$ cat src/rtl/out_fifo.sv
// out_fifo: byte FIFO between the core's output instruction and the outputbus
// device. The core pushes over a valid/ready handshake; a drain FSM presents
// each byte, strobes out_ready for one cycle, then idles GAP cycles.
// Optional build macro OUT_FIFO_DROP_EN: wr_ready is tied high, pushes into a
// full FIFO are discarded and the sticky overflow flag records the loss.
module out_fifo #(
   parameter int DEPTH = 16,
   parameter int GAP   = 4
) (
   input  logic                   clk,
   input  logic                   rst_n,
   input  logic                   wr_valid,
   input  logic [7:0]             wr_data,
   output logic                   wr_ready,
   output logic [7:0]             out_data,
   output logic                   out_ready,
   output logic [$clog2(DEPTH):0] count,
   output logic                   busy
`ifdef OUT_FIFO_DROP_EN
   ,
   output logic                   overflow
`endif
);

   localparam int AW = $clog2(DEPTH);
   // The gap counter only ever holds GAP-1 down to 0.
   localparam int GW = (GAP > 1) ? $clog2(GAP) : 1;
   localparam logic [GW-1:0] GAP_LOAD = GW'(GAP - 1);
   localparam logic [AW:0]   FULL     = (AW + 1)'(DEPTH);

   typedef enum logic [1:0] {IDLE, SETUP, STROBE, HOLD} state_t;

   state_t        state;
   state_t        state_nxt;
   logic [7:0]    mem [DEPTH];
   logic [AW-1:0] wr_ptr;
   logic [AW-1:0] rd_ptr;
   logic [GW-1:0] gap_cnt;
   logic          full;
   logic          push;
   logic          pop;
   logic          load;

   assign full = (count == FULL);
   // A full FIFO never accepts, whether it back-pressures or drops.
   assign push = wr_valid && !full;
   // The byte leaves the FIFO during its strobe cycle.
   assign pop  = (state == STROBE);
   assign busy = (count != '0) || (state != IDLE);

`ifdef OUT_FIFO_DROP_EN
   assign wr_ready = 1'b1;

   // Sticky record of the first byte discarded while full.
   always_ff @(posedge clk or negedge rst_n) begin
      if (!rst_n) begin
         overflow <= 1'b0;
      end else if (wr_valid && full) begin
         overflow <= 1'b1;
      end
   end
`else
   assign wr_ready = !full;
`endif

   // Drain FSM next state and outputs; load marks entry into SETUP.
   always_comb begin
      // NOTE: every output of this block gets a default first so no path can
      // leave one unassigned and infer a latch.
      state_nxt = state;
      out_ready = 1'b0;
      load      = 1'b0;
      case (state)
         IDLE: begin
            if (count != '0) begin
               state_nxt = SETUP;
               load      = 1'b1;
            end
         end
         SETUP: state_nxt = STROBE;
         STROBE: begin
            out_ready = 1'b1;
            state_nxt = HOLD;
         end
         HOLD: begin
            if (gap_cnt == '0) begin
               if (count != '0) begin
                  state_nxt = SETUP;
                  load      = 1'b1;
               end else begin
                  state_nxt = IDLE;
               end
            end
         end
         default: state_nxt = IDLE;
      endcase
   end

   // Drain FSM state register.
   always_ff @(posedge clk or negedge rst_n) begin
      // NOTE: sequential state uses non-blocking assignments so every register
      // samples pre-edge values regardless of block ordering.
      if (!rst_n) begin
         state <= IDLE;
      end else begin
         state <= state_nxt;
      end
   end

   // Storage array; the write port is the only writer.
   always_ff @(posedge clk) begin
      // NOTE: the array has no reset; occupancy and pointers decide which
      // entries are meaningful, so stale contents are never observed.
      if (push) begin
         mem[wr_ptr] <= wr_data;
      end
   end

   // Pointers and occupancy; a simultaneous push and pop leaves count alone.
   always_ff @(posedge clk or negedge rst_n) begin
      if (!rst_n) begin
         wr_ptr <= '0;
         rd_ptr <= '0;
         count  <= '0;
      end else begin
         if (push) begin
            wr_ptr <= wr_ptr + 1'b1;
         end
         if (pop) begin
            rd_ptr <= rd_ptr + 1'b1;
         end
         case ({push, pop})
            2'b10:   count <= count + 1'b1;
            2'b01:   count <= count - 1'b1;
            default: count <= count;
         endcase
      end
   end

   // Output byte is captured on entry to SETUP and held until the next one.
   always_ff @(posedge clk or negedge rst_n) begin
      if (!rst_n) begin
         out_data <= '0;
      end else if (load) begin
         out_data <= mem[rd_ptr];
      end
   end

   // Idle gap: loaded during the strobe, counted down through HOLD.
   always_ff @(posedge clk or negedge rst_n) begin
      if (!rst_n) begin
         gap_cnt <= '0;
      end else if (state == STROBE) begin
         gap_cnt <= GAP_LOAD;
      end else if ((state == HOLD) && (gap_cnt != '0)) begin
         gap_cnt <= gap_cnt - 1'b1;
      end
   end

endmodule

$ cat config.mk
export PLATFORM = sky130hd
export DESIGN_NAME = out_fifo
export DESIGN_NICKNAME = d
export VERILOG_FILES = /design/src/rtl/out_fifo.sv
export SDC_FILE = /design/constraint.sdc
export NUM_CORES = 1
export LEC_CHECK = 0
export CORE_MARGIN = 4
export CORE_UTILIZATION = 40
export DETAILED_ROUTE_END_ITERATION = 12
export SYNTH_ARGS = -nofsm -noshare
export SYNTH_HDL_FRONTEND = slang
export SYNTH_SLANG_ARGS = --single-unit
$ cat constraint.sdc
create_clock -name clk -period 6 [get_ports clk]
set_clock_uncertainty 0.15 [all_clocks]
set_input_delay 1.8 -clock clk [delete_from_list [all_inputs] [get_ports clk]]
set_output_delay 1.8 -clock clk [all_outputs]
set_load 0.02 [all_outputs]
==> results by group <==
Yosys
  • Post-synth EDFFs: 128
  • Unique masters post-synth: 41
  • Async SR Flop Fraction: 16.3%
  • Mapped Area: 0.00642 mm^2
  • Avg Cell Area, Syn: 18.2 um^2
  • Synth area leaders: edfxtp_1, dfrtp_1, mux4_2
  • Yosys top cell area share: 59.8%
  • Synthesis-stage register bit count: 153
  • Sequential share of the synthesized area: 69.6%
  • Dominant cell type by area after synthesis: edfxtp_1
  • Ys Warns: 0
  • Post-synth top flop: edfxtp_1
  • Syn Inst Count: 352
  • Synthesized net count: 377

GRT
  • GR Overflow Total: 0
  • Largest net degree at the start of global routing: 36
  • Initial antenna violation count: 0
  • GRT Resource Usage Total: 14.1%
  • First-pass GRT wire length: 18.7 mm
  • Number of global-route vias before repair: 3,377

Pwr
  • NetSw: 1.16 mW
  • Cell internal pwr: 2.47 mW
  • Worst IR Drop VDD: 295 uV
  • P_leak: 2.58 nW
  • Part of the power in the clock network: 27.4%
  • Switching Fraction: 31.9%
  • Sequential share of power: 40.1%
  • Comb power frac: 32.5%
  • Power per Cell Area: 487 mW/mm^2

Worst setup path
  • CP Capture Point: count[4]
  • R2R Setup Slk: 2.73 ns
  • Worst-path fanout max: 13
  • Slowest CP cell: or4b_2
  • Worst setup SP type: input pin
  • Critical path's most frequent cell: ha_1
  • Critical path arrival: 4.42 ns
  • Crit path cell chain: clkdlybuf4s50_1, a21boi_2, inv_1, ha_1, ha_1, or4b_2, o32ai_1, nor4b_1, xnor2_1
  • Worst reg2reg path depth: 10
  • CP max stage delay: 0.65 ns
  • CP Class: in -> reg
  • Critical Path RT: 6.15 ns
  • CP endpoint kind: flip-flop
  • Worst r2r dst: count[4]
  • Worst Setup SP: wr_valid
  • Reg-to-Reg Start: count[1]

Route
  • Vias: 3,179
  • Detailed Route WL: 11.7 mm
  • WL per Instance: 19.1 um
  • DRC viols: 0
  • DRT Pass-1 Iters: 4
  • DR vias/cell: 5.17
  • Drt initial violations: 170
  • Antenna viol nets, final: 0

Die
  • Die height: 135 um
  • Core area: 0.0158 mm^2
  • Num ports: 27
  • Row Count: 46
  • Initial core utilization: 40.6%
  • Die Area: 0.0181 mm^2
  • Chip width: 135 um

STA
  • Tmin final: 4.27 ns
  • F_max: 234 MHz
  • Final Max Slew Viols: 0
  • TNS Setup: 0 ns
  • Worst-margin pin slew: 0.989 ns
  • Period utilization: 71.2%
  • Final Hold Fails: 0
  • Slew HR: 33.8%
  • RSZ-0062 raised after global routing: no
  • Final Setup Violations: 0

Cells and area
  • Commonest cells after routing, fill and taps aside: edfxtp_1, clkdlybuf4s50_1, dfrtp_1
  • Antenna cells: 0
  • Share of layout cells above drive strength 1: 17.3%
  • Fin cells: 615
  • NumNets Final: 411
  • Commonest non-fill, non-tap cell in the layout: edfxtp_1
  • P&R area growth vs syn: 15.8%

Clock network
  • Clock transition time at the flip-flop clock pins of the worst setup and hold paths: 0.06 ns
  • Clk root buf: clkbuf_16
  • Worst skew pair latency: 0.42 ns
  • Post-CTS sizing: 0
  • Total setup buffers inserted after CTS: 0
  • CTS Buffer Depth: 2
  • Htree depth: 4
  • Post-CTS Hold Buffers: 0
  • CTS tree: yes
  • CTS buffer count: 17
  • Clock sink count: 153

Place
  • Final Wtd Congestion: 0.763
  • Final HPWL DP: 7.28 mm
  • Port Buffers: 26
  • Dpl cells: 583

Flow run
  • Max-cap viol count: 0

Hold path
  • Hold WC Path Type: reg -> reg

Outcome
  • Status: finished, final reports clean
==> critical path, delay by kind of cell <==
family	cells	cell delay [ns]
buffers and inverters	2	0.56
AOI/OAI and AO/OA	2	0.53
and+or+nand+nor	2	0.77
xor gates and xnor gates	1	0.13
adders and majority gates	2	0.62
==> metrics by stage <==
| stage | power, mW | hold WS (ns) | area [um^2] | setup slack [ns] | util, % |
|---|---|---|---|---|---|
| 6_report | 3.62 | 0.329 | 7440 | 1.73 | 47.0 |
| 5_1_grt | 3.84 | 0.366 | 7440 | 1.55 | 47.0 |
| 3_3_place_gp | 2.65 | 0.311 | 6880 | 1.42 | 43.5 |
| 3_5_place_dp | 2.68 | 0.320 | 6880 | 1.30 | 43.5 |
| 2_1_floorplan | 2.36 | 0.338 | 6420 | 2.09 | - |
| 4_1_cts | 3.67 | 0.334 | 7440 | 1.74 | 47.0 |
==> cell type report <==
cell class,count,area (um^2)
fill,1308,8390
sequential,153,4470
multi-input combinational,171,1790
clock buffer,17,425
timing repair buffer,34,320
tap,216,270
clock inverter,15,128
inverter,9,33.8
==> layer usage <==
| layer | track usage (%) | vias to the layer above | part of all wire [%] | wire, um |
|---|---|---|---|---|
| met5 | 0 | - | 0 | 0 |
| met4 | 6.17 | 0 | 1.9 | 218 |
| met3 | 3.13 | 15 | 4.6 | 535 |
| met2 | 23.2 | 61 | 50 | 5830 |
| met1 | 18.1 | 1642 | 44 | 5160 |
| li1 | - | 1461 | - | - |
==> worst min-delay path by stage <==
| stage | start | end | slack, ns | depth (start not counted) |
|---|---|---|---|---|
| after floorplan | gap_cnt[1] | gap_cnt[1] | 0.34 | 2 |
| after global placement | out_data[0] | out_data[0] | 0.31 | 2 |
| after detailed placement | out_data[4] | out_data[4] | 0.32 | 2 |
| after CTS | out_data[4] | out_data[4] | 0.33 | 2 |
| after global routing | out_data[4] | out_data[4] | 0.37 | 2 |
| final | out_data[4] | out_data[4] | 0.33 | 2 |
==> registers in the layout, indices dropped and copies added, names as in the netlist <==
signal    count
mem         128
out_data      8
count         5
rd_ptr        4
wr_ptr        4
gap_cnt       2
state         2
==> power groups by stage <==
stage	clock [mW]	combinational, mW	sequential (mW)
after global routing	1.06	1.30	1.48
after CTS	1.01	1.21	1.45
final	0.993	1.18	1.45
after detailed placement	0	1.20	1.48
after global placement	0	1.18	1.47
after floorplan	0	0.899	1.46
==> cell usage after synthesis, types with 3 or more instances <==
cell type,count
nand2b_1,6
nor2b_1,5
dfrtp_1,25
xor2_1,4
buf_2,5
nor3_1,5
a21oi_1,8
xnor2_1,8
mux2i_1,13
clkbuf_1,6
mux4_1,11
mux4_2,21
nor2_1,15
a211o_1,4
o21ai_0,10
nand2_1,16
nor4b_1,3
inv_1,9
edfxtp_1,128
buf_6,4
a22o_1,3
mux2_2,8
ha_1,14
==> logic make-up (layout without fill, tap and decap cells) <==
| group | after synthesis | in the layout | share of synthesized area (%) |
|---|---|---|---|
| buffers and inverters | 28 | 75 | 2.57 |
| xor gates and xnor gates | 12 | 12 | 1.64 |
| AOI/OAI and AO/OA | 33 | 33 | 3.37 |
| DFF | 153 | 153 | 69.6 |
| adders and majority gates | 14 | 14 | 2.73 |
| and+or+nand+nor | 59 | 59 | 4.81 |
| muxes | 53 | 53 | 15.3 |
(Power assumes the default switching activity.)
==> patch: new RTL, same settings <==
Re-encode `state_t` (4 states) as one-hot, 4 bits wide.
--- a/src/rtl/out_fifo.sv
+++ b/src/rtl/out_fifo.sv
@@ -30,3 +30,3 @@
 
-   typedef enum logic [1:0] {IDLE, SETUP, STROBE, HOLD} state_t;
+   typedef enum logic [3:0] {IDLE = 4'b0001, SETUP = 4'b0010, STROBE = 4'b0100, HOLD = 4'b1000} state_t;
 
Formal check against the unedited RTL: same outputs for any inputs over 10 cycles, from zero or initial values and one cycle with rst_n low; not proved beyond that.
==> patch against the unedited design <==
Sequential cell count increased by 2; cell area is 0.35% higher; synthesized area is 0.80% higher; total power shrank 4.2%; worst setup slack worse by 0.049 ns; combinational power is 21% lower; routed wire length increased by 2.8%; first-iteration DRC count increased by 39%; non-clock buffer count down 2; critical path type is now reg2out.
==> patch: results (changes against the unedited design) <==
| Metric | Value |
|---|---|
| Pleak | `2.48 nW (-3.9%)` |
| Starting DRC count in detailed routing | `236 (+39%)` |
| Share of cells above drive strength 1 | `23.2% (+5.9 points)` |
| Fin nets | `404 (-1.7%)` |
| Gr usage total | `14.6% (+0.48 points)` |
| Max IR drop VDD | `0.260 mV (-12%)` |
| Post-synthesis compound-gate area fraction | `4.27% (+0.90 points)` |
| Status | `complete, no violations` |
| Comb pwr | `0.929 mW (-21%)` |
| Vias in the first global route | `3,355 (-0.65%)` |
| Register area | `4520 sq um (+1.2%)` |
| DP Cell Count | `580 (-0.51%)` |
| R2R cell count | `9 (-1)` |
| GP Congestion | `0.751 (-1.6%)` |
| Reg with most FFs | `mem` |
| Hold slack | `0.362 ns (+0.0326 ns)` |
| Gate Count Post-Synth | `352 (unchanged)` |
| Register share of total power | `43.5% (+3.4 points)` |
| Max incr delay on CP | `0.69 ns (+0.04 ns)` |
| Critical Path Sink | `out_ready` |
| FFs w/ async S/R, synth | `17.4% (+1.1 points)` |
| Via Count | `3,143 (-1.1%)` |
| Synth top cells by count | `edfxtp_1 (128), mux4_2 (32), dfrtp_1 (26), nand2_1 (26)` |
| Critical-path maximum fanout | `7 (-6)` |
| Hold buffer count at CTS | `0 (unchanged)` |
| Total wire length | `12.1 mm (+2.8%)` |
| Top cells by area, synth | `edfxtp_1 (59%), mux4_2 (11%), dfrtp_1 (10%)` |
| CTS Buf Count | `17 (unchanged)` |
| Post-DP Area | `6900 sq um (+0.18%)` |
| Largest registers | `mem: 128 flops, out_data: 8 flops, count: 5 flops` |
| XOR/XNOR Fraction of Synth Area | `1.49% (-0.15 points)` |
| Fin cells | `612 (-0.49%)` |
| Worst R2R Setup Slack | `2.86 ns (+0.13 ns)` |
| CP startpoint | `state[3]` |
| Clk slew on worst S/H paths | `0.06 ns (about the same)` |
| Internal power | `2.37 mW (-3.8%)` |
| FILL cells | `1,361 (+4.1%)` |
| First-pass GRT wire length | `19.4 mm (+3.3%)` |
| DP Wirelength | `7.55 mm (+3.7%)` |
| Mapped Nets | `373 (-1.1%)` |
| WP data arrival | `2.37 ns (-2.05 ns)` |
| Seq/Total Area, Yosys | `69.8% (+0.24 points)` |
| Initial antenna violation count | `0 (unchanged)` |
| Worst min-delay path startpoint | `out_data[1]` |
| WHS Endpoint | `out_data[1]` |
| Rel. slew slack | `23.5% (-10 points)` |
| Mux contribution to synthesized area | `13.8% (-1.5 points)` |
| Number of H-tree levels | `4 (unchanged)` |
| Combinational Power Share | `26.7% (-5.8 points)` |
| Clk Latency, worst-skew pair | `0.42 ns (about the same)` |
| Tcrit/Tclk final | `72.0% (+0.82 points)` |
| Delay-heaviest family, CP | `buffers and inverters` |
| Dpl ws | `1.45 ns (+0.147 ns)` |
| Post-Synth Adder-Cell Area | `1.93% (-0.79 points)` |
| CP max-delay cell | `or4b_1` |
| Post-synth cell types | `51 (+24%)` |
| Pin count of the biggest net entering global routing | `35 (-2.8%)` |
-- patch: changes by cell type after synthesis, moves of 4 or more --
cell	before	now
mux4_1	11	0
mux4_2	21	32
nand2_1	16	26
o221ai_2	0	8
mux2_2	8	1
o21ai_0	10	4
a21oi_1	8	3
a211o_1	4	0
clkbuf_1	6	2
ha_1	14	10
-- patch: metal layers --
layer / global-route usage [%] / wire length [um] / vias to the layer above
met1: 19.9 / 5560 / 1626
met3: 3.90 / 473 / 12
li1: - / - / 1451
met2: 22.7 / 5870 / 54
met5: 0 / 0 / -
met4: 5.21 / 168 / 0
-- patch: layout make-up --
cell class / count / share of cell area (%)
clock inverters: 13 / 1.79
repair buffers: 32 / 4.09
flip-flops and latches: 155 / 60.6
clock buffers: 19 / 5.80
multi-input cells: 168 / 23.6
well taps: 216 / 3.62
inverters: 9 / 0.453
